[config.mk]
export PLATFORM = sky130hd
export DESIGN_NAME = seg_scan_ctrl
export DESIGN_NICKNAME = d
export VERILOG_FILES = /design/src/rtl/seg_scan_ctrl.sv
export SDC_FILE = /design/constraint.sdc
export NUM_CORES = 1
export LEC_CHECK = 0
export ABC_CLOCK_PERIOD_IN_PS = 5900
export CORE_MARGIN = 2
export CORE_UTILIZATION = 35
export CTS_CLUSTER_DIAMETER = 80
export DETAILED_ROUTE_END_ITERATION = 8
export GPL_TIMING_DRIVEN = 1
export PLACE_DENSITY = 0.63
export SYNTH_ARGS = -nofsm -noshare
export SYNTH_HDL_FRONTEND = slang
export SYNTH_SLANG_ARGS = --single-unit
[constraint.sdc]
create_clock -name clk -period 5.9 [get_ports clk]
set_input_delay 1.475 -clock clk [delete_from_list [all_inputs] [get_ports clk]]
set_output_delay 1.475 -clock clk [all_outputs]
set_load 0.01 [all_outputs]
[src/rtl/seg_scan_ctrl.sv]
// ---------------------------------------------------------------------------
// seg_scan_ctrl
// Time-multiplexed scan controller for an 8-digit common-anode seven-segment
// display. It walks a one-cold anode strobe across DIGITS digits and presents
// the matching nibble on hexVal for a downstream hex-to-cathode decoder. Each
// digit slot begins with GUARD clocks of dead time (all anodes off) to
// suppress ghosting. The 32-bit display word is double-buffered and reloads
// only at frame boundaries, so a frame never tears.
//
// Optional feature macro: LEAD_ZERO_BLANK_EN
//   defined   : digit k>0 is blanked when shadow nibbles k..DIGITS-1 are all
//               zero; digit 0 is never blanked. hexVal, the scan timing and
//               frame_done do not change.
//   undefined : every digit is lit in its slot, leading zeros included.
//
// Parameter limits: DIGITS 2..8, REFRESH_DIV >= 2, GUARD < REFRESH_DIV.
// ---------------------------------------------------------------------------
module seg_scan_ctrl #(
  parameter int DIGITS      = 8,
  parameter int REFRESH_DIV = 100000,
  parameter int GUARD       = 500
) (
  input  logic        clk,
  input  logic        reset,
  input  logic        enable,
  input  logic [31:0] data,
  output logic [7:0]  anode,
  output logic [3:0]  hexVal,
  output logic [2:0]  digit_idx,
  output logic        frame_done
);

  // Slot counter width; REFRESH_DIV=2 still needs one bit.
  localparam int              CNT_W   = (REFRESH_DIV > 2) ? $clog2(REFRESH_DIV) : 1;
  localparam logic [CNT_W-1:0] CNT_MAX = CNT_W'(REFRESH_DIV - 1);
  localparam logic [2:0]       IDX_MAX = 3'(DIGITS - 1);
  localparam logic [31:0]      GUARD_U = 32'(GUARD);

  logic [CNT_W-1:0] r_cnt;
  logic [2:0]       r_idx;
  logic [31:0]      r_shadow;
  logic             r_load_pend;
  logic             r_frame_done;

  logic             w_slot_end;
  logic             w_wrap;
  logic             w_in_guard;
  logic             w_blank;

  // Last clock of a slot, and last clock of the last slot (frame wrap).
  assign w_slot_end = (r_cnt == CNT_MAX);
  assign w_wrap     = w_slot_end && (r_idx == IDX_MAX);
  assign w_in_guard = (32'(r_cnt) < GUARD_U);

  // Scan state: reset beats enable, and a disabled scan freezes in place.
  always_ff @(posedge clk) begin
    if (reset) begin
      r_cnt        <= '0;
      r_idx        <= '0;
      r_shadow     <= '0;
      r_load_pend  <= 1'b1;
      r_frame_done <= 1'b0;
    end else if (enable) begin
      r_frame_done <= w_wrap;
      if (w_slot_end) begin
        r_cnt <= '0;
        r_idx <= (r_idx == IDX_MAX) ? 3'd0 : r_idx + 3'd1;
      end else begin
        r_cnt <= r_cnt + 1'b1;
      end
      // First enabled edge after reset, or a frame wrap, samples data.
      if (r_load_pend || w_wrap) begin
        r_shadow <= data;
      end
      r_load_pend <= 1'b0;
    end else begin
      r_frame_done <= 1'b0;
    end
  end

  // Nibble of the current slot, shown even during guard time.
  always_comb begin
    hexVal = 4'h0;
    for (int k = 0; k < 8; k++) begin
      if (r_idx == 3'(k)) begin
        hexVal = r_shadow[4*k +: 4];
      end
    end
  end

`ifdef LEAD_ZERO_BLANK_EN
  // Only the nibbles of real digits take part in leading-zero detection.
  localparam logic [31:0] DIGIT_MASK =
    (DIGITS >= 8) ? 32'hFFFF_FFFF : 32'((64'd1 << (4 * DIGITS)) - 64'd1);

  // Blank digit k>0 when it and every more significant digit are zero.
  always_comb begin
    w_blank = 1'b0;
    for (int k = 1; k < 8; k++) begin
      if (r_idx == 3'(k)) begin
        w_blank = (((r_shadow & DIGIT_MASK) >> (4 * k)) == 32'd0);
      end
    end
  end
`else
  // Leading zeros are displayed like any other digit.
  always_comb begin
    w_blank = 1'b0;
  end
`endif

  // Active-low strobe: dark when frozen, in guard time, or blanked.
  always_comb begin
    anode = 8'hFF;
    if (enable && !w_in_guard && !w_blank) begin
      anode = ~(8'b1 << r_idx);
    end
  end

  assign digit_idx  = r_idx;
  assign frame_done = r_frame_done;

endmodule

==> Word level (Yosys, flattened, before mapping) <==
Index checks and enable logic that the tools add are counted.
{ "word_totals": {"register_bits": 54} }
{ "op_classes": {"addsub": 2, "order_cmp": 1, "eq_ne": 8, "n_shift": 1, "n_mux": 11, "n_bitwise": 2, "reduce_logical": 8} }
{ "op_table": {"columns": ["cell", "count"], "rows": [
  ["4-bit two-way mux", 8],
  ["17-bit by 1-bit adder with 17-bit output, second input constant", 1],
  ["17-bit == test, second input constant", 1],
  ["17-bit by 9-bit < comparator with 1-bit output, second input constant", 1],
  ["17-bit two-way mux", 1],
  ["3-bit == test, second input constant", 4],
  ["8-bit two-way mux", 1],
  ["8-bit NOT", 1],
  ["1-bit by 3-bit << shifter with 8-bit output, first input constant", 1],
  ["3-bit by 2-bit == test with 1-bit output, second input constant", 2],
  ["2-bit AND reduction", 2],
  ["3-bit by 1-bit adder with 3-bit output, second input constant", 1],
  ["3-bit by 1-bit == test with 1-bit output, second input constant", 1],
  ["3-bit logical NOT", 1],
  ["3-bit two-way mux", 1],
  ["1-bit logical AND", 2],
  ["2-bit OR reduction", 1],
  ["1-bit logical NOT", 1],
  ["1-bit logical OR", 1],
  ["1-bit NOT", 1]
]} }

==> Logic depth before layout (Yosys ltp) <==
Gate-level depths: netlist of run 1.
{ "logic_depth": {"word_depth": 9, "ltp_mapped": 8, "depth_no_buf": 6} }

==> Least setup slack after synthesis of run 1 <==
OpenSTA, ideal clock, no wires.
{ "synth_timing": {"kind": "in2out", "start": "input enable", "end": "output anode[0]", "arrival_ns": 2.433, "slack_ns": 1.992, "path_stages": 4, "n_path_buf": 1, "path_cell_list": "clkbuf_1 inv_1 a31oi_1 nand3_1"} }
{ "synth_via": {"elab_chain_cells": 2} }
{ "synth_lines": {"columns": ["item", "line_no", "rtl"], "rows": [
  ["start: declaration", "25", "input logic enable,"],
  ["1-bit logical AND", "115", "if (enable && !w_in_guard && !w_blank) begin"],
  ["8-bit two-way mux", "115", null],
  ["end: declaration", "27", "output logic [7:0] anode,"]
]} }
Every way passes these cells.

==> Worst setup path in the final report of run 1 <==
{ "layout_timing": {"start": "input enable", "end": "output anode[4]"} }
Same word-level chain as after synthesis.

==> metrics.log, run 1 <==
INFO  metric crit_path_max_incr_delay = 0.60 ns
INFO  metric cts_tree = yes
INFO  metric timing.setup.critical_path_class = input pin to output pin
INFO  metric drv.max_cap_violation_count = 0
INFO  metric synthesis.yosys.warnings = 0
INFO  metric grt_antenna_before_repair = 0
INFO  metric crit_required = 4.43 ns
INFO  metric nets = around 420
INFO  metric post_synthesis_mean_instance_area = 8.80 sq um
INFO  metric num_io_pins = 51
INFO  metric die_area = 9380 sq um
INFO  metric clock_sink_count = 54
INFO  metric type_of_element_launching_the_critical_path = input pin
INFO  metric share_of_cells_above_drive_strength_1 = between 4 and 5%
INFO  metric final_min_period_over_clock_period = between 80% and 90%
INFO  metric worst_r2r_path_depth = 6
INFO  metric power_report.internal_total = 0.000559 W
INFO  metric most-common-layout-cells = nand2b_1 (66), dfxtp_1 (54), clkdlybuf4s50_1 (49)
INFO  metric final.setup_skew = 0.0117 ns
INFO  metric path_clk_slew = 0.10 ns
INFO  metric final-setup-viol-count = 0
INFO  metric power.leakage = between 1 and 1.5 nW
INFO  metric postSynthCellCount = 343
INFO  metric htree_num_levels = 2
INFO  metric antennaDiodeCount = 0
INFO  metric crit_buf_inv = 4
INFO  metric grt_pass1_wl = 11,000 microns
INFO  metric crit_slowest_cell = a31oi_1
INFO  metric timing.critical_path.fanout_max = 14
INFO  metric crit_path_start = enable
INFO  metric syn_std_cell_area = 3020 sq um
INFO  metric floorplan.initialDensity = 36.4%
INFO  metric critical_path.endpoint = anode[4]
INFO  metric timing_worst_slew_pin_value = 1.05 ns
INFO  metric setup_ws = a little over 0.9 ns
INFO  metric hold_viol = 0
INFO  metric syn_to_final_growth = 20.2%
INFO  metric dp_slack = 0.918 ns
INFO  metric worst_r2r_startpoint = r_cnt[0]
INFO  metric ys_seq_elements = 54
INFO  metric cp_cell_sequence = clkdlybuf4s50_1 -> buf_4 -> inv_1 -> a31oi_1 -> nand3_1 -> clkdlybuf4s50_1
INFO  metric remaining_drc_errors = 0
INFO  metric post_dp_cell_area = ~3500 sq um
INFO  metric gp_congestion = slightly above 0.8
INFO  metric most_common_cell_after_layout_fill_and_taps_aside = nand2b_1
INFO  metric ys.flop_type = dfxtp_1
INFO  metric power.share.sequential = 53.4%
INFO  metric cts_resized = 0
INFO  metric placement_rows = 33
INFO  metric crit_path_frequent_cell = clkdlybuf4s50_1
INFO  metric worst_ep_arrival_time = about 3.5 ns
INFO  metric vdd_drop_max = 0.108 mV
INFO  metric slew_viol_final = 0
INFO  metric p_sw = ~0.00017 W
INFO  metric layout_min_cycle_time = between 4 and 5 ns
INFO  metric synth_edf_count = 0
INFO  metric clk-insertion-delay-late = between 0.3 and 0.4 ns
INFO  metric port-buffer-count = 50
INFO  metric grt_util_all_layers = 13.9%
INFO  metric first_iter_violations = 54
INFO  metric path_delay_family = buffers and inverters
INFO  metric fillCellCount = 837
INFO  metric powerDensity = 201 nW/um^2
INFO  metric clock_tree.buffer_depth = 2
INFO  metric cts_root_buffer = clkbuf_8
INFO  metric vias_per_std_cell = 5.00
INFO  metric pin_count_of_the_biggest_net_entering_global_routing = 73
INFO  metric timing.critical_path.to_type = output pin
INFO  metric max_slew_margin = 29.9%
INFO  metric max_clock_freq = 201 MHz
INFO  metric floorplan.die.width = 96.9 microns
INFO  metric route.antenna.remaining_nets = 0
INFO  metric finalWirelength = ~6400 microns
INFO  metric global_route.overflow_total = 0
INFO  metric dp_hpwl = 4530 microns
INFO  metric dr.pass1.iters = 4
INFO  metric coreArea = between 8000 and 9000 sq um
INFO  metric pwr-share-clk = 34.9%
INFO  metric postCtsHoldBufs = 0
INFO  metric postSynthNetCount = between 300 and 400
INFO  metric reg2reg_slack = 3.38 ns
INFO  metric rsz0062_at_grt = no
INFO  metric postCtsSetupRepairBufs = 0
INFO  metric detailroute.via_count = 2,417
INFO  metric synth-seq-area-share = 35.8%
INFO  metric outcome = completed
INFO  metric cts_made_buffers = 5
INFO  metric async_reset_ff_share = 0%
INFO  metric dieHeight = a little under 100 microns
INFO  metric yosys.cell_types.count = 47
INFO  metric final.setup.tns = 0 ns
INFO  metric hold_class = register to register
INFO  metric reg2reg_to = r_shadow[29]
INFO  metric via_count_of_the_first_global_routing_pass = 2,279
INFO  metric utilization = 43.7%
INFO  metric layout.cell_area.non_filler = 3630 sq um
INFO  metric post_drt_wl_per_cell = between 10 and 15 microns
INFO  metric p_comb_share = 11.6%
INFO  metric netSwitchingFraction = 23.3%
INFO  metric critical_path_depth = 6
[cell families after synthesis]
logic type	count (synthesis)	synth area share, %
multiplexers	32	10.6
buffers and inverters	36	6.30
adder cells (fa/ha/maj)	7	2.90
XOR/XNOR	11	3.19
AO/OA/AOI/OAI	52	11.3
flip-flops	54	35.8
AND/OR/NAND/NOR	151	29.9
[worst reg2reg max path: stages (launching register included)]
cell and delay [ns]:
dfxtp_1 0.34, ha_1 0.23, and4_4 0.23, and3_4 0.18
a32oi_4 0.88, buf_4 0.39, mux2i_1 0.21
[through the flow]
stage / total power [W] / cells / hold WS [ns]
after floorplan: 0.000449 / 343 / 0.452
after global placement: 0.000483 / 475 / 0.462
after detailed placement: 0.000484 / 475 / 0.466
after CTS: 0.000738 / 483 / 0.489
after global routing: 0.000765 / 483 / 0.503
final: 0.000729 / 483 / 0.487
[cell type report]
cell class,count,area (sq um),share of cell area [%]
Clock buffer,5,68.8,1.90
Inverter,11,41.3,1.14
Tap cell,105,131,3.62
Multi-Input combinational cell,253,1750,48.2
Timing Repair Buffer,52,510,14.1
Sequential cell,54,1080,29.8
Clock inverter,3,47.5,1.31
[cells in the mapped netlist, types with 3 or more instances]
cell type	count	area, sq um
nand4_1	8	50.1
clkbuf_1	16	60.1
or3_1	3	18.8
o21ai_0	11	55.1
a221oi_1	4	35.0
nor2_1	17	63.8
ha_1	7	87.6
nor2b_1	4	25.0
nand2b_1	66	413
buf_8	3	45.0
nand3b_1	3	22.5
a21oi_1	19	95.1
nor3_1	4	20.0
mux2i_1	32	320
xor2_1	7	61.3
dfxtp_1	54	1080
nand2_1	16	60.1
nand3_1	13	65.1
a31oi_1	3	18.8
nor4_1	3	18.8
inv_1	10	37.5
xnor2_1	4	35.0
[state kept, by name, indices dropped and copies added, names as in the netlist]
name	count
r_shadow	32
r_cnt	17
digit_idx	3
frame_done	1
r_load_pend	1
[power groups by stage]
stage          Sequential [W]  Combinational, W  Clock (W)
6_report             0.000390         0.0000848   0.000255
5_1_grt              0.000391         0.0000944   0.000279
4_1_cts              0.000390         0.0000862   0.000262
3_5_place_dp         0.000398         0.0000854          0
3_3_place_gp         0.000398         0.0000851          0
2_1_floorplan        0.000394         0.0000541          0
[how the worst min path moves through the flow]
stage                       startpoint           end  slack, ns  depth (start not counted)
after floorplan           r_shadow[10]  r_shadow[10]       0.45                          2
after global placement    r_shadow[31]  r_shadow[31]       0.46                          2
after detailed placement  r_shadow[14]  r_shadow[14]       0.47                          2
after CTS                 r_shadow[17]  r_shadow[17]       0.49                          2
after global routing      r_shadow[19]  r_shadow[19]       0.50                          2
final                      r_shadow[0]   r_shadow[0]       0.49                          2
[metal layers]
layer | up-vias | share of wire, % | track usage [%]
li1 | 1258 | - | -
met1 | 1099 | 49 | 19.2
met2 | 53 | 46 | 21.6
met3 | 7 | 4.7 | 3.61
met4 | 0 | 0.65 | 3.25
met5 | - | 0 | 0
Note: power is estimated with default switching activity, not from simulation.
==> run 2: changes to the inputs <==
--- a/config.mk
+++ b/config.mk
@@ -5,13 +5,13 @@
 export SDC_FILE = /design/constraint.sdc
 export NUM_CORES = 1
 export LEC_CHECK = 0
-export ABC_CLOCK_PERIOD_IN_PS = 5900
+export ABC_CLOCK_PERIOD_IN_PS = 4500
 export CORE_MARGIN = 2
 export CORE_UTILIZATION = 35
 export CTS_CLUSTER_DIAMETER = 80
 export DETAILED_ROUTE_END_ITERATION = 8
 export GPL_TIMING_DRIVEN = 1
-export PLACE_DENSITY = 0.63
+export PLACE_DENSITY = 0.65
 export SYNTH_ARGS = -nofsm -noshare
 export SYNTH_HDL_FRONTEND = slang
 export SYNTH_SLANG_ARGS = --single-unit
==> constraint.sdc (replaced) <==
create_clock -name clk -period 4.5 [get_ports clk]
set_input_delay 1.125 -clock clk [delete_from_list [all_inputs] [get_ports clk]]
set_output_delay 1.125 -clock clk [all_outputs]
set_load 0.01 [all_outputs]
==> run 2 against run 1 <==
Final cell count increased by 0.62%. Sequential power increased by 31%. Die area unchanged. Utilization increased by 0.29 points. Combinational power increased by 32%. First-iteration DRC count increased by 69%. Clock power increased by 32%. Non-clock buffer count increased by 3. Clock-buffer cell count unchanged. Critical endpoint is now hexVal[0]. Highest routed layer unchanged.
==> metrics.log, run 2 (synthesis gave the netlist of run 1 again) <==
INFO  metric cts_made_buffers = 5 (unchanged)
INFO  metric max_clock_freq = 239 MHz
INFO  metric seqCellArea = 1080 sq um (unchanged)
INFO  metric power.leakage = 1.37 nW (+0.88%)
INFO  metric reg2reg_to = r_shadow[10]
INFO  metric die_area = 9380 sq um (unchanged)
INFO  metric cts_tree = yes
INFO  metric cts_resized = 0 (unchanged)
INFO  metric post_drt_wl_per_cell = 13.5 microns (+0.80%)
INFO  metric final-setup-viol-count = 0 (unchanged)
INFO  metric fillCellCount = 826 (-1.3%)
INFO  metric dr.pass1.iters = 5 (+1)
INFO  metric rsz0062_at_grt = no
INFO  metric register_containing_the_most_flip_flops_in_the_final_layout = r_shadow
INFO  metric final.setup.tns = 0 ns (unchanged)
INFO  metric crit_required = 3.38 ns (-1.05 ns)
INFO  metric postCtsSetupRepairBufs = 0 (unchanged)
INFO  metric grt_antenna_before_repair = 0 (unchanged)
INFO  metric vias_per_std_cell = 5.05 (+0.90%)
INFO  metric coreArea = 8300 sq um (unchanged)
INFO  metric post_dp_cell_area = 3530 sq um (+0.64%)
INFO  metric layout.cell_area.non_filler = 3650 sq um (+0.66%)
INFO  metric drv.max_cap_violation_count = 0 (unchanged)
INFO  metric worst_hold_path.endpoint = r_shadow[28]
INFO  metric hold_path_depth = 2 (unchanged)
INFO  metric dieHeight = 96.9 microns (unchanged)
INFO  metric outcome = completed
INFO  metric htree_num_levels = 2 (unchanged)
INFO  metric clk-insertion-delay-late = 0.31 ns (about the same)
INFO  metric finalWirelength = 6540 microns (+1.4%)
INFO  metric worst_r2r_path_depth = 5 (-1)
INFO  metric timing.setup.critical_path_class = register to output pin
INFO  metric powerDensity = 263 nW/um^2 (+31%)
INFO  metric vdd_drop_max = 0.141 mV (+31%)
INFO  metric share_of_cells_above_drive_strength_1 = 5.51% (+0.75 points)
INFO  metric clock_tree.buffer_depth = 2 (unchanged)
INFO  metric max_slew_margin = 58.5% (+29 points)
INFO  metric most_common_cell_after_layout_fill_and_taps_aside = nand2b_1
INFO  metric detailroute.via_count = 2,454 (+1.5%)
INFO  metric timing.critical_path.fanout_max = 16 (+2)
INFO  metric global_route.overflow_total = 0 (unchanged)
INFO  metric launch_instance_of_the_worst_min_delay_path = r_shadow[28]
INFO  metric timing.critical_path.to_type = output pin
INFO  metric clock_sink_count = 54 (unchanged)
INFO  metric via_count_of_the_first_global_routing_pass = 2,422 (+6.3%)
INFO  metric worst_ep_arrival_time = 3.05 ns (-0.45 ns)
INFO  metric hold_viol = 0 (unchanged)
INFO  metric reg2reg_slack = 2.42 ns (-0.96 ns)
INFO  metric slew_viol_final = 0 (unchanged)
INFO  metric type_of_element_launching_the_critical_path = register
INFO  metric remaining_drc_errors = 0 (unchanged)
INFO  metric timing_worst_slew_pin_value = 0.622 ns (-0.429 ns)
INFO  metric most-common-layout-cells = nand2b_1 (66), dfxtp_1 (54), clkdlybuf4s50_1 (49)
INFO  metric syn_to_final_growth = 21.0%
INFO  metric path_clk_slew = 0.10 ns (about the same)
INFO  metric first_iter_violations = 91 (+69%)
INFO  metric multi_input_comb_area = 1750 sq um (unchanged)
INFO  metric floorplan.die.width = 96.9 microns (unchanged)
INFO  metric placement_rows = 33 (unchanged)
INFO  metric antennaDiodeCount = 0 (unchanged)
INFO  metric dp_hpwl = 4620 microns (+1.9%)
INFO  metric num_io_pins = 51 (unchanged)
INFO  metric pin_count_of_the_biggest_net_entering_global_routing = 47 (-36%)
INFO  metric hold_class = register to register
INFO  metric final_min_period_over_clock_period = 92.8%
INFO  metric worst_r2r_startpoint = digit_idx[0]
INFO  metric layout_min_cycle_time = around 4.2 ns
INFO  metric cts_root_buffer = clkbuf_8
INFO  metric final.setup_skew = 0.00853 ns (-0.00313 ns)
INFO  metric nets = 422 (+0.72%)
INFO  metric floorplan.initialDensity = 36.4% (unchanged)
INFO  metric flip_flop_count_of_the_largest_register_all_copies_and_words_added = 32 (unchanged)
INFO  metric route.antenna.remaining_nets = 0 (unchanged)
INFO  metric grt_util_all_layers = 14.3% (+0.48 points)
INFO  metric gp_congestion = 0.838 (+3.4%)
INFO  metric grt_pass1_wl = 11,300 microns (+2.9%)
INFO  metric port-buffer-count = 50 (unchanged)
INFO  metric postCtsHoldBufs = 0 (unchanged)
-- run 2: cell types whose count changed in the layout (fill, tap and decap cells not counted), sizes merged --
| cell | previous run | this run |
|---|---|---|
| buf | 3 | 6 |
| clkinv | 2 | 1 |
| clkinvlp | 0 | 1 |
-- run 2: critical path: stages (launching register included) --
cell and delay (ns):
dfxtp_1 0.63, clkinv_1 0.17, ha_1 0.34, or2_2 0.32
a221oi_1 0.22, o22ai_1 0.14, a221oi_1 0.33, clkdlybuf4s50_1 0.60
-- run 2: layer usage --
layer | global-route usage [%] | vias up | routed length, microns
met5 | 0 | - | 0
met3 | 4.12 | 6 | 294
met4 | 1.95 | 0 | 36
met2 | 24.5 | 46 | 3090
li1 | - | 1256 | -
met1 | 18.4 | 1146 | 3120
-- run 2: final cells by class --
type / count / area share [%]
inverters: 11 / 1.13
well taps: 105 / 3.60
clock inverters: 3 / 1.34
repair buffers: 55 / 14.6
multi-input cells: 253 / 47.8
clock buffers: 5 / 1.88
flip-flops and latches: 54 / 29.6
-- run 2: worst max-delay path by stage --
stage	endpoint	slack, ns	start
finish	hexVal[0]	0.32	digit_idx[2]
global route	hexVal[0]	0.04	digit_idx[2]
CTS	hexVal[0]	0.30	digit_idx[2]
detailed placement	hexVal[0]	0.66	digit_idx[2]
global placement	hexVal[2]	0.70	digit_idx[2]
floorplan	anode[0]	1.29	enable
-- run 2: report_power, final --
part           switching [W]  internal (W)  total [W]
clock               0.000167      0.000170   0.000336
sequential         0.0000125      0.000498   0.000510
combinational      0.0000460     0.0000659   0.000112
total               0.000225      0.000733   0.000959
-- run 2: stage by stage --
| stage | setup slack (ns) | power [W] | cells | util, % | hold slack (ns) |
|---|---|---|---|---|---|
| after floorplan | 1.29 | 0.000588 | 343 | - | 0.452 |
| after global placement | 0.704 | 0.000633 | 478 | 42.6 | 0.464 |
| after detailed placement | 0.660 | 0.000635 | 478 | 42.6 | 0.467 |
| after CTS | 0.297 | 0.000968 | 486 | 44.0 | 0.484 |
| after global routing | 0.0394 | 0.00100 | 486 | 44.0 | 0.502 |
| final | 0.324 | 0.000959 | 486 | 44.0 | 0.480 |
